## src/rtl/reg_hazard_scoreboard_pkg.sv

```systemverilog
`default_nettype none
// ============================================================================
// Module   : reg_hazard_scoreboard_pkg
// Brief    : Opcode map, load class and latency defaults for the ID scoreboard
// Revision : 1.0 - initial release
// ============================================================================
package reg_hazard_scoreboard_pkg;

  localparam int INST_OP_W = 6;
  typedef logic [INST_OP_W-1:0] inst_op_t;

  localparam inst_op_t c_OP_SPECIAL = 6'h00;
  localparam inst_op_t c_OP_REGIMM  = 6'h01;  // BLTZ
  localparam inst_op_t c_OP_J       = 6'h02;
  localparam inst_op_t c_OP_JAL     = 6'h03;
  localparam inst_op_t c_OP_BEQ     = 6'h04;
  localparam inst_op_t c_OP_BNE     = 6'h05;
  localparam inst_op_t c_OP_BLEZ    = 6'h06;
  localparam inst_op_t c_OP_BGTZ    = 6'h07;
  localparam inst_op_t c_OP_ADDIU   = 6'h09;
  localparam inst_op_t c_OP_SLTI    = 6'h0A;
  localparam inst_op_t c_OP_SLTIU   = 6'h0B;
  localparam inst_op_t c_OP_ANDI    = 6'h0C;
  localparam inst_op_t c_OP_ORI     = 6'h0D;
  localparam inst_op_t c_OP_LUI     = 6'h0F;
  localparam inst_op_t c_OP_LB      = 6'h20;
  localparam inst_op_t c_OP_LH      = 6'h21;
  localparam inst_op_t c_OP_LW      = 6'h23;
  localparam inst_op_t c_OP_LBU     = 6'h24;
  localparam inst_op_t c_OP_LHU     = 6'h25;
  localparam inst_op_t c_OP_SB      = 6'h28;
  localparam inst_op_t c_OP_SH      = 6'h29;
  localparam inst_op_t c_OP_SW      = 6'h2B;

  localparam int c_ALU_LAT_DEF   = 0;
  localparam int c_LOAD_LAT_DEF  = 1;
  localparam int c_NOFWD_LAT_DEF = 3;

  typedef enum logic [1:0] {RD_NONE, RD_ONE, RD_TWO} rd_class_e;
  typedef enum logic [1:0] {WR_NONE, WR_RT, WR_RD, WR_R31} wr_class_e;

  function automatic logic is_load_op(input inst_op_t op);
    return (op == c_OP_LB) || (op == c_OP_LBU) || (op == c_OP_LH) ||
           (op == c_OP_LHU) || (op == c_OP_LW);
  endfunction

  function automatic int cnt_width(input int max_lat);
    int w;
    w = $clog2(max_lat + 1);
    return (w < 1) ? 1 : w;
  endfunction

endpackage
`default_nettype wire

```

## src/rtl/reg_field_decode.sv

```systemverilog
`default_nettype none
// ============================================================================
// Module   : reg_field_decode
// Brief    : Opcode to register-file read/write enables and addresses
// Revision : 1.0 - initial release
// ============================================================================
module reg_field_decode
  import reg_hazard_scoreboard_pkg::*;
#(
  parameter int ADDR_W = 5
) (
  input  logic [INST_OP_W-1:0] i_op,
  input  logic [ADDR_W-1:0]    i_rs,
  input  logic [ADDR_W-1:0]    i_rt,
  input  logic [ADDR_W-1:0]    i_rd,
  output logic                 o_reg_read_en_1,
  output logic                 o_reg_read_en_2,
  output logic [ADDR_W-1:0]    o_reg_addr_1,
  output logic [ADDR_W-1:0]    o_reg_addr_2,
  output logic                 o_reg_write_en,
  output logic [ADDR_W-1:0]    o_reg_write_addr,
  output logic                 o_is_load
);

  rd_class_e w_rd_cls;
  wr_class_e w_wr_cls;

  always_comb begin
    w_rd_cls = RD_NONE;
    case (i_op)
      c_OP_BGTZ, c_OP_REGIMM, c_OP_ADDIU, c_OP_ORI, c_OP_SLTI, c_OP_SLTIU,
      c_OP_LB, c_OP_LW, c_OP_LBU, c_OP_LH, c_OP_LHU:
        w_rd_cls = RD_ONE;
      c_OP_BEQ, c_OP_BNE, c_OP_ANDI, c_OP_SB, c_OP_SW, c_OP_SH, c_OP_SPECIAL:
        w_rd_cls = RD_TWO;
      default:
        w_rd_cls = RD_NONE;
    endcase
  end

  always_comb begin
    w_wr_cls = WR_NONE;
    case (i_op)
      c_OP_ADDIU, c_OP_LUI, c_OP_SLTI, c_OP_SLTIU, c_OP_ANDI, c_OP_ORI,
      c_OP_LB, c_OP_LW, c_OP_LBU, c_OP_LH, c_OP_LHU:
        w_wr_cls = WR_RT;
      c_OP_SPECIAL: w_wr_cls = WR_RD;
      c_OP_JAL:     w_wr_cls = WR_R31;
      default:      w_wr_cls = WR_NONE;
    endcase
  end

  // Disabled ports drive address 0 so the register file sees the zero register
  assign o_reg_read_en_1 = (w_rd_cls != RD_NONE);
  assign o_reg_read_en_2 = (w_rd_cls == RD_TWO);
  assign o_reg_addr_1    = o_reg_read_en_1 ? i_rs : '0;
  assign o_reg_addr_2    = o_reg_read_en_2 ? i_rt : '0;
  assign o_reg_write_en  = (w_wr_cls != WR_NONE);

  always_comb begin
    o_reg_write_addr = '0;
    case (w_wr_cls)
      WR_RT:   o_reg_write_addr = i_rt;
      WR_RD:   o_reg_write_addr = i_rd;
      WR_R31:  o_reg_write_addr = ADDR_W'(31);
      default: o_reg_write_addr = '0;
    endcase
  end

  assign o_is_load = is_load_op(i_op);

endmodule
`default_nettype wire

```

## src/rtl/reg_hazard_scoreboard.sv

```systemverilog
`default_nettype none
// ============================================================================
// Module   : reg_hazard_scoreboard
// Brief    : ID-stage register decode with per-register busy countdown and stall
// Revision : 1.0 - initial release
// ============================================================================
module reg_hazard_scoreboard
  import reg_hazard_scoreboard_pkg::*;
#(
  parameter int REG_NUM    = 32,
  parameter int ADDR_W     = 5,
  parameter int FORWARD_EN = 1,
  parameter int ALU_LAT    = c_ALU_LAT_DEF,
  parameter int LOAD_LAT   = c_LOAD_LAT_DEF,
  parameter int NOFWD_LAT  = c_NOFWD_LAT_DEF
) (
  input  logic                 clk,
  input  logic                 rst_n,
  input  logic                 i_id_valid,
  input  logic [INST_OP_W-1:0] i_op,
  input  logic [ADDR_W-1:0]    i_rs,
  input  logic [ADDR_W-1:0]    i_rt,
  input  logic [ADDR_W-1:0]    i_rd,
  input  logic                 i_freeze,
  input  logic                 i_flush,
  output logic                 o_reg_read_en_1,
  output logic                 o_reg_read_en_2,
  output logic [ADDR_W-1:0]    o_reg_addr_1,
  output logic [ADDR_W-1:0]    o_reg_addr_2,
  output logic                 o_reg_write_en,
  output logic [ADDR_W-1:0]    o_reg_write_addr,
  output logic                 o_stall_req,
  output logic [REG_NUM-1:0]   o_busy_mask
);

  localparam int c_MAX_LAT = (FORWARD_EN != 0) ?
                             ((ALU_LAT > LOAD_LAT) ? ALU_LAT : LOAD_LAT) : NOFWD_LAT;
  localparam int CNT_W     = cnt_width(c_MAX_LAT);

  logic                 w_is_load;
  logic [CNT_W-1:0]     w_lat;
  logic [CNT_W-1:0]     r_cnt     [REG_NUM];
  logic [CNT_W-1:0]     w_cnt_nxt [REG_NUM];
  logic [2**ADDR_W-1:0] w_busy_ext;
  logic                 w_hz1;
  logic                 w_hz2;
  logic                 w_hazard;
  logic                 w_issue;

  reg_field_decode #(.ADDR_W(ADDR_W)) u_decode (
    .i_op             (i_op),
    .i_rs             (i_rs),
    .i_rt             (i_rt),
    .i_rd             (i_rd),
    .o_reg_read_en_1  (o_reg_read_en_1),
    .o_reg_read_en_2  (o_reg_read_en_2),
    .o_reg_addr_1     (o_reg_addr_1),
    .o_reg_addr_2     (o_reg_addr_2),
    .o_reg_write_en   (o_reg_write_en),
    .o_reg_write_addr (o_reg_write_addr),
    .o_is_load        (w_is_load)
  );

  assign w_lat = (FORWARD_EN == 0) ? CNT_W'(NOFWD_LAT) :
                 (w_is_load ? CNT_W'(LOAD_LAT) : CNT_W'(ALU_LAT));

  for (genvar gi = 0; gi < REG_NUM; gi++) begin : g_busy
    assign o_busy_mask[gi] = |r_cnt[gi];
  end

  // Widened so any address the fields can carry indexes a defined bit
  always_comb begin
    w_busy_ext                = '0;
    w_busy_ext[REG_NUM-1:0]   = o_busy_mask;
  end

  assign w_hz1    = o_reg_read_en_1 && (o_reg_addr_1 != '0) && w_busy_ext[o_reg_addr_1];
  assign w_hz2    = o_reg_read_en_2 && (o_reg_addr_2 != '0) && w_busy_ext[o_reg_addr_2];
  assign w_hazard = i_id_valid && (w_hz1 || w_hz2);
  assign o_stall_req = w_hazard && !i_flush;
  assign w_issue  = i_id_valid && !w_hazard && !i_freeze && !i_flush;

  always_comb begin
    logic [CNT_W-1:0] w_dec;
    for (int i = 0; i < REG_NUM; i++) begin
      w_cnt_nxt[i] = r_cnt[i];
      w_dec        = (r_cnt[i] != '0) ? (r_cnt[i] - CNT_W'(1)) : '0;
      if (i == 0 || i_flush) begin
        w_cnt_nxt[i] = '0;
      end else if (i_freeze) begin
        w_cnt_nxt[i] = r_cnt[i];
      end else if (w_issue && o_reg_write_en && (o_reg_write_addr == ADDR_W'(i))) begin
        // A younger, faster writer must not shorten an older, slower one
        w_cnt_nxt[i] = (w_lat > w_dec) ? w_lat : w_dec;
      end else begin
        w_cnt_nxt[i] = w_dec;
      end
    end
  end

  always_ff @(posedge clk or negedge rst_n) begin
    if (!rst_n) begin
      for (int i = 0; i < REG_NUM; i++) r_cnt[i] <= '0;
    end else begin
      for (int i = 0; i < REG_NUM; i++) r_cnt[i] <= w_cnt_nxt[i];
    end
  end

endmodule
`default_nettype wire

```

## config.mk

```make
export PLATFORM = sky130hd
export DESIGN_NAME = reg_hazard_scoreboard
export DESIGN_NICKNAME = d
export VERILOG_FILES = /design/src/rtl/reg_hazard_scoreboard_pkg.sv /design/src/rtl/reg_field_decode.sv /design/src/rtl/reg_hazard_scoreboard.sv
export SDC_FILE = /design/constraint.sdc
export NUM_CORES = 1
export LEC_CHECK = 0
export BUFFER_PORTS_ARGS = -buffer_cell sky130_fd_sc_hd__buf_4
export CAP_MARGIN = 20
export CORE_MARGIN = 2
export CORE_UTILIZATION = 41
export CTS_CLUSTER_DIAMETER = 100
export DETAILED_ROUTE_END_ITERATION = 8
export GPL_TIMING_DRIVEN = 0
export PLACE_DENSITY = 0.66
export SLEW_MARGIN = 20
export SYNTH_ARGS = -nofsm -noshare
export SYNTH_HDL_FRONTEND = slang
export SYNTH_SLANG_ARGS = --single-unit
```

## constraint.sdc

```tcl
create_clock -name clk -period 7.1 [get_ports clk]
set_clock_uncertainty 0.2 [all_clocks]
set_input_delay 0.71 -clock clk [delete_from_list [all_inputs] [get_ports clk]]
set_output_delay 0.71 -clock clk [all_outputs]
set_load 0.005 [all_outputs]
```

==> results of run 1 <==
-- worst paths after layout --
kind	slack, ns	to	start	depth (start not counted)
max in group asynchronous	6.24	o_busy_mask[3]$_DFFE_PN0P_	rst_n	1
max	2.96	o_stall_req	i_op[0]	11
min reg2reg	0.34	o_busy_mask[17]$_DFFE_PN0P_	o_busy_mask[17]$_DFFE_PN0P_	2
min in group clk	0.34	o_busy_mask[17]$_DFFE_PN0P_	o_busy_mask[17]$_DFFE_PN0P_	2
max reg2reg	4.64	o_busy_mask[28]$_DFFE_PN0P_	o_busy_mask[29]$_DFFE_PN0P_	7
min	0.16	o_busy_mask[31]$_DFFE_PN0P_	rst_n	1
-- worst max-delay path, delay by kind of cell --
kind | cells | cell delay (ns)
buffers and inverters | 3 | 0.32
AO/OA/AOI/OAI | 4 | 0.77
adder cells (fa/ha/maj) | 1 | 0.19
AND/OR/NAND/NOR | 3 | 1.23
-- layer usage --
metal / vias to the layer above / part of all wire, %
li1: 1165 / -
met1: 1209 / 43
met2: 84 / 49
met3: 7 / 6.8
met4: 0 / 0.76
met5: - / 0
-- through the flow --
step | instances | total power (uW)
floorplan | 266 | 231
global placement | 412 | 270
detailed placement | 412 | 271
CTS | 420 | 421
global route | 420 | 438
finish | 420 | 417
-- synthesized netlist by cell type (all sizes together) (2+ instances only) --
cell / count
nand2: 36
dfrtp: 31
o31ai: 21
nor2: 18
buf: 13
and2: 12
a32o: 11
mux4: 11
nand3: 11
nand2b: 9
a21oi: 8
clkbuf: 8
inv: 7
nor3: 7
o21ai: 6
nor3b: 5
ha: 4
mux2i: 4
nor2b: 4
nor4: 4
a211oi: 3
a21o: 3
o22ai: 3
or4: 3
a311oi: 2
a31oi: 2
mux2: 2
o211ai: 2
or2: 2
or3: 2
or4b: 2
-- layout make-up --
class,instances,area [sq um],share of cell area [%]
clock buffer,8,100,3.17
tap,75,93.8,2.97
timing repair buffer,71,533,16.9
buffer,21,140,4.43
inverter,7,26.3,0.831
sequential,31,776,24.5
multi-input combinational,207,1490,47.2
-- cell families (layout without fill, tap and decap cells) --
logic type      Yosys count  count (layout)
simple gates            119             119
compound gates           66              66
other cells               1               1
flops                    31              31
fa+ha+maj                 4               4
mux                      17              17
buf+inv                  28             107
-- where the power goes --
| group | internal, uW | switching [uW] |
|---|---|---|
| clock | 88.3 | 61.3 |
| sequential | 177 | 0.0223 |
| combinational | 38.8 | 52.2 |
| total | 304 | 114 |
==> impl_results.html, run 1 <==
<table>
<tr><th>Metric</th><th>Value</th></tr>
<tr><th colspan="2">Worst setup path</th></tr>
<tr><td>Critical Path RT</td><td>6.19 ns</td></tr>
<tr><td>Most repeated library cell on the critical path</td><td>sky130_fd_sc_hd__buf_4</td></tr>
<tr><td>Master of the slowest instance on the critical path</td><td>sky130_fd_sc_hd__or4b_2</td></tr>
<tr><td>Crit-path max FO</td><td>9</td></tr>
<tr><td>Start-to-end type of the worst setup path</td><td>input port to primary output</td></tr>
<tr><td>Crit path cell chain</td><td>buf_4, inv_1, ha_1, nand2b_1, or4b_2, o21a_1, nor2_1, a311oi_1, o211ai_1, o221ai_1, buf_4</td></tr>
<tr><td>Critical path capture point type</td><td>primary output</td></tr>
<tr><td>Kind of launch point of the worst setup path</td><td>input port</td></tr>
<tr><td>Largest stage delay on the critical path</td><td>0.64 ns</td></tr>
<tr><td>Critical Path AT</td><td>3.23 ns</td></tr>
<tr><th colspan="2">Floorplanning</th></tr>
<tr><td>Overall die width</td><td>81.0 um</td></tr>
<tr><td>Count of boundary I/O pins</td><td>77</td></tr>
<tr><td>Initial core utilization</td><td>41.8%</td></tr>
<tr><td>Floorplan die height</td><td>81.0 um</td></tr>
<tr><td>Core outline area</td><td>5820 sq um</td></tr>
<tr><td>Overall die area</td><td>6570 sq um</td></tr>
<tr><td>Num rows</td><td>28</td></tr>
<tr><th colspan="2">Clock tree</th></tr>
<tr><td>Inserted Clock Buffers</td><td>5</td></tr>
<tr><td>Max Buffers Root-to-Sink</td><td>2</td></tr>
<tr><td>Clock root buffer master</td><td>sky130_fd_sc_hd__clkbuf_8</td></tr>
<tr><td>Post-cts hold buffer count</td><td>0</td></tr>
<tr><td>CTS tree</td><td>done</td></tr>
<tr><td>Number of gates resized after CTS</td><td>0</td></tr>
<tr><td>Clock transition at path regs</td><td>0.06 ns</td></tr>
<tr><td>Number of sinks on the clock net</td><td>31</td></tr>
<tr><td>Postcts setup bufs</td><td>0</td></tr>
<tr><td>Htree depth</td><td>2</td></tr>
<tr><td>Clk Latency, worst-skew pair</td><td>0.28 ns</td></tr>
<tr><th colspan="2">Drt</th></tr>
<tr><td>Wire length reported by the detailed router</td><td>7.66 mm</td></tr>
<tr><td>Mean number of vias per cell</td><td>5.87</td></tr>
<tr><td>Number of iterations in the first detailed-routing pass</td><td>4</td></tr>
<tr><td>Number of routed nets with antenna violations</td><td>0</td></tr>
<tr><td>Total DRC errors in the routed layout</td><td>0</td></tr>
<tr><td>Wire per inst</td><td>18.2 um</td></tr>
<tr><td>Vias</td><td>2465</td></tr>
<tr><td>1st-iter DRT viols</td><td>169</td></tr>
<tr><th colspan="2">Final layout</th></tr>
<tr><td>Leading cell types in the layout, fill and taps excluded</td><td>sky130_fd_sc_hd__buf_4 (72), sky130_fd_sc_hd__nand2_1 (36), sky130_fd_sc_hd__dfrtp_1 (31), sky130_fd_sc_hd__o31ai_1 (21), sky130_fd_sc_hd__nor2_1 (18)</td></tr>
<tr><td>Final instance area</td><td>3160 sq um</td></tr>
<tr><td>Number of flip-flops in the largest register</td><td>31</td></tr>
<tr><td>Commonest non-fill, non-tap cell in the layout</td><td>sky130_fd_sc_hd__buf_4</td></tr>
<tr><td>ANT cells</td><td>0</td></tr>
<tr><td>Count of nets after finishing</td><td>374</td></tr>
<tr><td>Core utilization of the finished layout</td><td>54.3%</td></tr>
<tr><td>Area overhead of the layout relative to synthesis</td><td>29.9%</td></tr>
<tr><td>Layout cell share with drive strength beyond 1</td><td>32.2%</td></tr>
<tr><td>Fill count</td><td>549</td></tr>
<tr><th colspan="2">Logic synthesis</th></tr>
<tr><td>Most used DFF post-synth</td><td>sky130_fd_sc_hd__dfrtp_1</td></tr>
<tr><td>Syn Inst Count</td><td>266</td></tr>
<tr><td>Post-synth ARST share</td><td>100%</td></tr>
<tr><td>Share of Yosys cell area claimed by the top area cell type</td><td>31.9%</td></tr>
<tr><td>Unique masters post-synth</td><td>49</td></tr>
<tr><td>Share of synthesized area occupied by flip-flops and latches</td><td>31.9%</td></tr>
<tr><td>Flop and latch count out of synthesis</td><td>31</td></tr>
<tr><td>Adder and majority cell fraction of the synthesized area</td><td>2.06%</td></tr>
<tr><td>Area leader, netlist</td><td>sky130_fd_sc_hd__dfrtp_1</td></tr>
<tr><td>Post-Syn Nets</td><td>296</td></tr>
<tr><td>Number of warnings issued by yosys</td><td>0</td></tr>
<tr><td>Compound-Gate Fraction of Synth Area</td><td>20.5%</td></tr>
<tr><td>Dominant combinational cell family by area after synthesis</td><td>simple AND/OR/NAND/NOR gates</td></tr>
<tr><td>Synth area leaders</td><td>sky130_fd_sc_hd__dfrtp_1 (32%), sky130_fd_sc_hd__mux4_2 (10%), sky130_fd_sc_hd__o31ai_1 (6.5%)</td></tr>
<tr><td>Post-synthesis mux area share</td><td>12.8%</td></tr>
<tr><td>Cell area after technology mapping</td><td>2430 sq um</td></tr>
<tr><td>Number of flops mapped to enable cells by yosys</td><td>0</td></tr>
<tr><td>Average footprint of a synthesized cell</td><td>9.15 sq um</td></tr>
<tr><td>Synth Area in XOR/XNOR</td><td>0%</td></tr>
<tr><td>Post-Synth Simple-Gate Area</td><td>25.8%</td></tr>
<tr><th colspan="2">Pwr</th></tr>
<tr><td>Peak supply drop</td><td>162 uV</td></tr>
<tr><td>Power density cells</td><td>132 nW/um^2</td></tr>
<tr><td>Leak pwr</td><td>0.00142 uW</td></tr>
<tr><th colspan="2">STA</th></tr>
<tr><td>Final number of max-transition violations</td><td>0</td></tr>
<tr><td>Setup slack after layout</td><td>2.96 ns</td></tr>
<tr><td>Worst hold slack</td><td>0.161 ns</td></tr>
<tr><td>Worst slew margin relative to its limit</td><td>57.2%</td></tr>
<tr><td>Final worst path period share</td><td>58.4%</td></tr>
<tr><td>Endpoints failing hold</td><td>0</td></tr>
<tr><td>Time the worst path needs with I/O delays and setup</td><td>4.14 ns</td></tr>
<tr><td>Number of failing setup endpoints in the final timing report</td><td>0</td></tr>
<tr><td>Worst Max-Slew Pin Slew</td><td>0.636 ns</td></tr>
<tr><td>Aggregate negative setup slack</td><td>0 ns</td></tr>
<tr><td>F_max</td><td>241 MHz</td></tr>
<tr><td>Unrepaired setup endpoints after global routing</td><td>false</td></tr>
<tr><th colspan="2">Placed design</th></tr>
<tr><td>HPWL Detailed</td><td>6.04 mm</td></tr>
<tr><td>DP Area</td><td>3060 sq um</td></tr>
<tr><td>Weighted congestion at the end of routability-driven global placement</td><td>0.856</td></tr>
<tr><td>Setup slack after placement</td><td>3.00 ns</td></tr>
<tr><td># port buffers</td><td>71</td></tr>
<tr><th colspan="2">Worst hold path</th></tr>
<tr><td>Worst min-delay path class</td><td>input port to asynchronous set/reset pin</td></tr>
<tr><th colspan="2">Global route</th></tr>
<tr><td>Met2 usage</td><td>39.3%</td></tr>
<tr><td>Met1 layer usage reported by global route</td><td>32.7%</td></tr>
<tr><td>Via count of the first global-routing pass</td><td>2245</td></tr>
<tr><td>Busiest layer in global routing</td><td>met2</td></tr>
<tr><td>Number of antenna violations at the first check in global routing</td><td>0</td></tr>
<tr><td>Tot GR Track Use</td><td>23.6%</td></tr>
<tr><td>First-pass GRT wire length</td><td>11.8 mm</td></tr>
<tr><td>Pin count of the biggest net entering global routing</td><td>32</td></tr>
<tr><td>Met3 layer usage reported by global route</td><td>3.44%</td></tr>
<tr><td>Total congestion overflow after global routing</td><td>0</td></tr>
<tr><th colspan="2">Run status</th></tr>
<tr><td>Status</td><td>finished clean</td></tr>
<tr><th colspan="2">Run</th></tr>
<tr><td>Number of maximum-capacitance constraint violations</td><td>0</td></tr>
</table>
Power figures use the tool's default switching activity.
==> run 2: changes to the inputs <==
==> constraint.sdc (replaced) <==
create_clock -name clk -period 4.25 [get_ports clk]
set_clock_uncertainty 0.2 [all_clocks]
set_input_delay 0.425 -clock clk [delete_from_list [all_inputs] [get_ports clk]]
set_output_delay 0.425 -clock clk [all_outputs]
set_load 0.005 [all_outputs]
==> impl_results.html, run 2 (same netlist as run 1, synthesis figures left out) <==
<table>
<tr><th>Metric</th><th>Value</th></tr>
<tr><th colspan="2">Run status</th></tr>
<tr><td>Status</td><td>finished clean</td></tr>
<tr><th colspan="2">Final layout</th></tr>
<tr><td>Layout cell share with drive strength beyond 1</td><td>32.1%</td></tr>
<tr><td>Count of nets after finishing</td><td>375</td></tr>
<tr><td>Commonest non-fill, non-tap cell in the layout</td><td>sky130_fd_sc_hd__buf_4</td></tr>
<tr><td>ANT cells</td><td>0</td></tr>
<tr><td>Leading cell types in the layout, fill and taps excluded</td><td>sky130_fd_sc_hd__buf_4 (72), sky130_fd_sc_hd__nand2_1 (36), sky130_fd_sc_hd__dfrtp_1 (31), sky130_fd_sc_hd__o31ai_1 (21), sky130_fd_sc_hd__nor2_1 (18)</td></tr>
<tr><td>Number of flip-flops in the largest register</td><td>31</td></tr>
<tr><td>Non-filler cells, final</td><td>421</td></tr>
<tr><td>Area overhead of the layout relative to synthesis</td><td>30.3%</td></tr>
<tr><td>Core utilization of the finished layout</td><td>54.5%</td></tr>
<tr><th colspan="2">Clock tree</th></tr>
<tr><td>Clock root buffer master</td><td>sky130_fd_sc_hd__clkbuf_8</td></tr>
<tr><td>Number of sinks on the clock net</td><td>31</td></tr>
<tr><td>Clk Latency, worst-skew pair</td><td>0.28 ns</td></tr>
<tr><td>Max Buffers Root-to-Sink</td><td>2</td></tr>
<tr><td>Clock transition at path regs</td><td>0.06 ns</td></tr>
<tr><td>Htree depth</td><td>2</td></tr>
<tr><td>Post-cts hold buffer count</td><td>1</td></tr>
<tr><td>Number of gates resized after CTS</td><td>0</td></tr>
<tr><td>Inserted Clock Buffers</td><td>5</td></tr>
<tr><td>CTS tree</td><td>done</td></tr>
<tr><td>Postcts setup bufs</td><td>0</td></tr>
<tr><th colspan="2">Worst setup path</th></tr>
<tr><td>Crit. path cell count</td><td>11</td></tr>
<tr><td>Master of the slowest instance on the critical path</td><td>sky130_fd_sc_hd__or4b_2</td></tr>
<tr><td>Critical path capture point type</td><td>primary output</td></tr>
<tr><td>Crit-path max FO</td><td>9</td></tr>
<tr><td>Start-to-end type of the worst setup path</td><td>input port to primary output</td></tr>
<tr><td>Worst path bufs/invs</td><td>3</td></tr>
<tr><td>Kind of launch point of the worst setup path</td><td>input port</td></tr>
<tr><td>Length in cells of the worst reg-to-reg path</td><td>7</td></tr>
<tr><td>Largest stage delay on the critical path</td><td>0.64 ns</td></tr>
<tr><td>Most repeated library cell on the critical path</td><td>sky130_fd_sc_hd__buf_4</td></tr>
<tr><td>Crit path cell chain</td><td>buf_4, inv_1, ha_1, nand2b_1, or4b_2, o21a_1, nor2_1, a311oi_1, o211ai_1, o221ai_1, buf_4</td></tr>
<tr><td>Family with the most delay on the worst path</td><td>simple AND/OR/NAND/NOR gates</td></tr>
<tr><td>Critical Path RT</td><td>3.62 ns</td></tr>
<tr><td>Critical Path AT</td><td>2.91 ns</td></tr>
<tr><th colspan="2">STA</th></tr>
<tr><td>Unrepaired setup endpoints after global routing</td><td>false</td></tr>
<tr><td>Worst slew margin relative to its limit</td><td>57.4%</td></tr>
<tr><td>Final worst path period share</td><td>83.2%</td></tr>
<tr><td>Aggregate negative setup slack</td><td>0 ns</td></tr>
<tr><td>Final number of max-transition violations</td><td>0</td></tr>
<tr><td>Endpoints failing hold</td><td>0</td></tr>
<tr><td>Time the worst path needs with I/O delays and setup</td><td>3.53 ns</td></tr>
<tr><td>Number of failing setup endpoints in the final timing report</td><td>0</td></tr>
<tr><td>Worst Max-Slew Pin Slew</td><td>0.634 ns</td></tr>
<tr><td>F_max</td><td>283 MHz</td></tr>
<tr><th colspan="2">Drt</th></tr>
<tr><td>Vias</td><td>2474</td></tr>
<tr><td>Wire per inst</td><td>18.2 um</td></tr>
<tr><td>1st-iter DRT viols</td><td>245</td></tr>
<tr><td>Wire length reported by the detailed router</td><td>7.68 mm</td></tr>
<tr><td>Total DRC errors in the routed layout</td><td>0</td></tr>
<tr><td>Number of routed nets with antenna violations</td><td>0</td></tr>
<tr><td>Number of iterations in the first detailed-routing pass</td><td>4</td></tr>
<tr><td>Mean number of vias per cell</td><td>5.88</td></tr>
<tr><th colspan="2">Floorplanning</th></tr>
<tr><td>Num rows</td><td>28</td></tr>
<tr><td>Overall die width</td><td>81.0 um</td></tr>
<tr><td>Initial core utilization</td><td>41.8%</td></tr>
<tr><td>Core outline area</td><td>5820 sq um</td></tr>
<tr><td>Overall die area</td><td>6570 sq um</td></tr>
<tr><td>Count of boundary I/O pins</td><td>77</td></tr>
<tr><td>Floorplan die height</td><td>81.0 um</td></tr>
<tr><th colspan="2">Pwr</th></tr>
<tr><td>Leak pwr</td><td>0.00142 uW</td></tr>
<tr><td>Power density cells</td><td>221 nW/um^2</td></tr>
<tr><td>Peak supply drop</td><td>271 uV</td></tr>
<tr><th colspan="2">Placed design</th></tr>
<tr><td># port buffers</td><td>71</td></tr>
<tr><td>Weighted congestion at the end of routability-driven global placement</td><td>0.856</td></tr>
<tr><td>HPWL Detailed</td><td>6.04 mm</td></tr>
<tr><td>Cell count after placement</td><td>412</td></tr>
<tr><th colspan="2">Worst hold path</th></tr>
<tr><td>Worst hold stages</td><td>2</td></tr>
<tr><td>Worst min-delay path class</td><td>register to register</td></tr>
<tr><th colspan="2">Global route</th></tr>
<tr><td>First-pass GRT wire length</td><td>11.8 mm</td></tr>
<tr><td>Pin count of the biggest net entering global routing</td><td>32</td></tr>
<tr><td>Via count of the first global-routing pass</td><td>2251</td></tr>
<tr><td>Tot GR Track Use</td><td>23.6%</td></tr>
<tr><td>Number of antenna violations at the first check in global routing</td><td>0</td></tr>
<tr><td>Total congestion overflow after global routing</td><td>0</td></tr>
<tr><th colspan="2">Run</th></tr>
<tr><td>Number of maximum-capacitance constraint violations</td><td>0</td></tr>
</table>
## run 2: area by class of cell
cell class | count | area [sq um]
plain buffers | 21 | 140
repair buffers | 72 | 543
fillers | 549 | 2650
well taps | 75 | 93.8
clock buffers | 8 | 100
multi-input cells | 207 | 1490
inverters | 7 | 26.3
flip-flops and latches | 31 | 776
## run 2: where the power goes
part	switching, uW	leakage [uW]	total (uW)	internal, uW
sequential	0.0376	0.000433	295	295
combinational	86.9	0.000940	152	65.4
clock	104	0.0000515	252	148
## run 2: worst paths after layout
check / start / to / slack [ns]
min in group asynchronous: rst_n / o_busy_mask[30]$_DFFE_PN0P_ / 0.42
max reg2reg: o_busy_mask[29]$_DFFE_PN0P_ / o_busy_mask[1]$_DFFE_PN0P_ / 1.79
max: i_op[0] / o_stall_req / 0.72
min: o_busy_mask[17]$_DFFE_PN0P_ / o_busy_mask[17]$_DFFE_PN0P_ / 0.35
max in group asynchronous: rst_n / o_busy_mask[3]$_DFFE_PN0P_ / 3.13
min reg2reg: o_busy_mask[17]$_DFFE_PN0P_ / o_busy_mask[17]$_DFFE_PN0P_ / 0.35
## run 2: per-layer routing
metal / GRT usage, % / up-vias / part of all wire (%)
li1: - / 1166 / -
met1: 32.7 / 1215 / 43
met2: 39.3 / 84 / 49
met3: 3.44 / 9 / 7.0
met4: 5.08 / 0 / 0.87
met5: 0 / - / 0
## run 2: worst register-to-register path, cell delays in order, from the launching register on
cell and delay, ns:
sky130_fd_sc_hd__dfrtp_1 0.43, sky130_fd_sc_hd__mux4_2 0.50, sky130_fd_sc_hd__mux4_2 0.48, sky130_fd_sc_hd__nand2b_1 0.15, sky130_fd_sc_hd__nand3_1 0.12, sky130_fd_sc_hd__a21o_1 0.17, sky130_fd_sc_hd__buf_6 0.16, sky130_fd_sc_hd__a32o_1 0.17
## run 2: per-stage QoR
step / hold WS, ns / setup WS, ns / cell area (sq um) / total power (uW)
CTS: 0.343 / 0.720 / 3170 / 704
finish: 0.346 / 0.715 / 3170 / 699
detailed placement: 0.180 / 0.719 / 3060 / 452
global route: 0.371 / 0.479 / 3170 / 732
floorplan: -0.0706 / 1.24 / 2430 / 386
global placement: 0.185 / 0.722 / 3060 / 452
==> run 3: changes to the inputs <==
==> constraint.sdc (replaced) <==
create_clock -name clk -period 3.3 [get_ports clk]
set_clock_uncertainty 0.2 [all_clocks]
set_input_delay 0.33 -clock clk [delete_from_list [all_inputs] [get_ports clk]]
set_output_delay 0.33 -clock clk [all_outputs]
set_load 0.005 [all_outputs]
==> impl_results.html, run 3 (same netlist as run 1, synthesis figures left out) <==
<table>
<tr><th>Metric</th><th>Value</th></tr>
<tr><th colspan="2">Floorplanning</th></tr>
<tr><td>Initial core utilization</td><td>41.8%</td></tr>
<tr><td>Num rows</td><td>28</td></tr>
<tr><td>Floorplan die height</td><td>81.0 um</td></tr>
<tr><td>Overall die width</td><td>81.0 um</td></tr>
<tr><td>Overall die area</td><td>6570 sq um</td></tr>
<tr><td>Core outline area</td><td>5820 sq um</td></tr>
<tr><td>Count of boundary I/O pins</td><td>77</td></tr>
<tr><th colspan="2">Global route</th></tr>
<tr><td>Pin count of the biggest net entering global routing</td><td>32</td></tr>
<tr><td>First-pass GRT wire length</td><td>11.8 mm</td></tr>
<tr><td>Tot GR Track Use</td><td>23.6%</td></tr>
<tr><td>Via count of the first global-routing pass</td><td>2247</td></tr>
<tr><td>Number of antenna violations at the first check in global routing</td><td>0</td></tr>
<tr><td>Total congestion overflow after global routing</td><td>0</td></tr>
<tr><th colspan="2">Placed design</th></tr>
<tr><td>Weighted congestion at the end of routability-driven global placement</td><td>0.856</td></tr>
<tr><td>Cell count after placement</td><td>412</td></tr>
<tr><td># port buffers</td><td>71</td></tr>
<tr><td>HPWL Detailed</td><td>6.04 mm</td></tr>
<tr><th colspan="2">Worst setup path</th></tr>
<tr><td>Critical Path Source</td><td>i_op[0]</td></tr>
<tr><td>Worst reg-to-reg setup slack</td><td>0.86 ns</td></tr>
<tr><td>Reg-to-reg endpoint</td><td>o_busy_mask[24]$_DFFE_PN0P_</td></tr>
<tr><td>Start-to-end type of the worst setup path</td><td>input port to primary output</td></tr>
<tr><td>Kind of launch point of the worst setup path</td><td>input port</td></tr>
<tr><td>Critical Path RT</td><td>2.77 ns</td></tr>
<tr><td>Critical R2R Launch</td><td>o_busy_mask[14]$_DFFE_PN0P_</td></tr>
<tr><td>Length in cells of the worst reg-to-reg path</td><td>7</td></tr>
<tr><td>Crit-path max FO</td><td>10</td></tr>
<tr><td>Critical path capture point type</td><td>primary output</td></tr>
<tr><td>Critical Path AT</td><td>2.64 ns</td></tr>
<tr><th colspan="2">Final layout</th></tr>
<tr><td>Leading cell types in the layout, fill and taps excluded</td><td>sky130_fd_sc_hd__buf_4 (73), sky130_fd_sc_hd__nand2_1 (36), sky130_fd_sc_hd__dfrtp_1 (31), sky130_fd_sc_hd__o31ai_1 (21), sky130_fd_sc_hd__nor2_1 (17)</td></tr>
<tr><td>Non-filler cells, final</td><td>422</td></tr>
<tr><td>Area overhead of the layout relative to synthesis</td><td>31.5%</td></tr>
<tr><td>Number of flip-flops in the largest register</td><td>31</td></tr>
<tr><td>Count of nets after finishing</td><td>376</td></tr>
<tr><td>ANT cells</td><td>0</td></tr>
<tr><td>Commonest non-fill, non-tap cell in the layout</td><td>sky130_fd_sc_hd__buf_4</td></tr>
<tr><td>Layout cell share with drive strength beyond 1</td><td>33.1%</td></tr>
<tr><th colspan="2">Drt</th></tr>
<tr><td>Number of routed nets with antenna violations</td><td>0</td></tr>
<tr><td>Number of iterations in the first detailed-routing pass</td><td>4</td></tr>
<tr><td>Total DRC errors in the routed layout</td><td>0</td></tr>
<tr><td>Wire length reported by the detailed router</td><td>7.71 mm</td></tr>
<tr><td>Mean number of vias per cell</td><td>5.85</td></tr>
<tr><td>Wire per inst</td><td>18.3 um</td></tr>
<tr><td>1st-iter DRT viols</td><td>190</td></tr>
<tr><td>Vias</td><td>2468</td></tr>
<tr><th colspan="2">Worst hold path</th></tr>
<tr><td>Worst min-delay path class</td><td>input port to register</td></tr>
<tr><td>Worst hold stages</td><td>3</td></tr>
<tr><td>Endpoint of the worst hold path</td><td>o_busy_mask[15]$_DFFE_PN0P_</td></tr>
<tr><td>Startpoint of the tightest hold check path</td><td>i_flush</td></tr>
<tr><th colspan="2">STA</th></tr>
<tr><td>Aggregate negative setup slack</td><td>0 ns</td></tr>
<tr><td>Final number of max-transition violations</td><td>0</td></tr>
<tr><td>Worst Max-Slew Pin Slew</td><td>0.645 ns</td></tr>
<tr><td>Unrepaired setup endpoints after global routing</td><td>false</td></tr>
<tr><td>Time the worst path needs with I/O delays and setup</td><td>3.17 ns</td></tr>
<tr><td>Final worst path period share</td><td>96.1%</td></tr>
<tr><td>Worst slew margin relative to its limit</td><td>56.6%</td></tr>
<tr><td>Endpoints failing hold</td><td>0</td></tr>
<tr><td>Worst hold slack</td><td>0.305 ns</td></tr>
<tr><td>Number of failing setup endpoints in the final timing report</td><td>0</td></tr>
<tr><td>F_max</td><td>315 MHz</td></tr>
<tr><th colspan="2">Clock tree</th></tr>
<tr><td>Htree depth</td><td>2</td></tr>
<tr><td>Clock root buffer master</td><td>sky130_fd_sc_hd__clkbuf_8</td></tr>
<tr><td>Number of sinks on the clock net</td><td>31</td></tr>
<tr><td>CTS tree</td><td>done</td></tr>
<tr><td>Max Buffers Root-to-Sink</td><td>2</td></tr>
<tr><td>Clk Latency, worst-skew pair</td><td>0.28 ns</td></tr>
<tr><td>Clock transition at path regs</td><td>0.06 ns</td></tr>
<tr><td>Inserted Clock Buffers</td><td>5</td></tr>
<tr><th colspan="2">Pwr</th></tr>
<tr><td>Peak supply drop</td><td>349 uV</td></tr>
<tr><td>Power density cells</td><td>283 nW/um^2</td></tr>
<tr><td>Leak pwr</td><td>0.00143 uW</td></tr>
<tr><th colspan="2">Run status</th></tr>
<tr><td>Status</td><td>finished clean</td></tr>
<tr><th colspan="2">Run</th></tr>
<tr><td>Number of maximum-capacitance constraint violations</td><td>0</td></tr>
</table>
## run 3: repair_timing
| action | in CTS | in global routing |
|---|---|---|
| setup buffers | 0 | 1 |
| hold buffers | 1 | 0 |
| endpoints found under the setup margin | 1 | 1 |
| gates resized for setup | 3 | 3 |
| hold endpoints to repair | 31 | 0 |
| pin swaps | 0 | 1 |
## run 3: power by group
group,internal (uW),switching (uW),total (uW)
Sequential,380,0.0486,380
Combinational,86.2,115,201
Clock,190,134,324
## run 3: area by class of cell
class	instances	area (sq um)
buffer	21	140
clock buffer	8	100
fill	551	2620
inverter	7	26.3
multi-input combinational	207	1510
sequential	31	776
tap	75	93.8
timing repair buffer	73	551
## run 3: how the worst max path moves through the flow
stage          slack [ns]     endpoint  cells after the start
2_1_floorplan        0.48  o_stall_req                     11
3_3_place_gp        -0.04  o_stall_req                     11
3_5_place_dp        -0.04  o_stall_req                     11
4_1_cts              0.04  o_stall_req                     13
5_1_grt              0.05  o_stall_req                     14
6_report             0.13  o_stall_req                     13
## run 3: worst max-delay path: stages
cell and delay (ns):
sky130_fd_sc_hd__buf_4 0.13, sky130_fd_sc_hd__ha_1 0.22, sky130_fd_sc_hd__mux2i_1 0.17, sky130_fd_sc_hd__nor4_1 0.06, sky130_fd_sc_hd__or3_1 0.35, sky130_fd_sc_hd__buf_2 0.18, sky130_fd_sc_hd__or2_1 0.23, sky130_fd_sc_hd__buf_6 0.14
sky130_fd_sc_hd__and3_4 0.18, sky130_fd_sc_hd__a21o_1 0.18, sky130_fd_sc_hd__buf_6 0.15, sky130_fd_sc_hd__o221ai_2 0.17, sky130_fd_sc_hd__buf_4 0.15
## run 3: through the flow
stage	setup slack [ns]	power [uW]	util, %	cell area [sq um]
6_report	0.128	905	55.0	3200
4_1_cts	0.0430	908	54.6	3180
3_5_place_dp	-0.0413	582	52.6	3060
3_3_place_gp	-0.0381	582	52.6	3060
5_1_grt	0.0465	947	55.0	3200
2_1_floorplan	0.483	497	-	2430
## run 3: per-layer routing
metal | GRT usage, % | up-vias | wire length [um]
met5 | 0 | - | 0
met4 | 5.08 | 0 | 72
met3 | 3.44 | 9 | 509
met2 | 39.3 | 83 | 3760
met1 | 32.7 | 1210 | 3370
li1 | - | 1166 | -
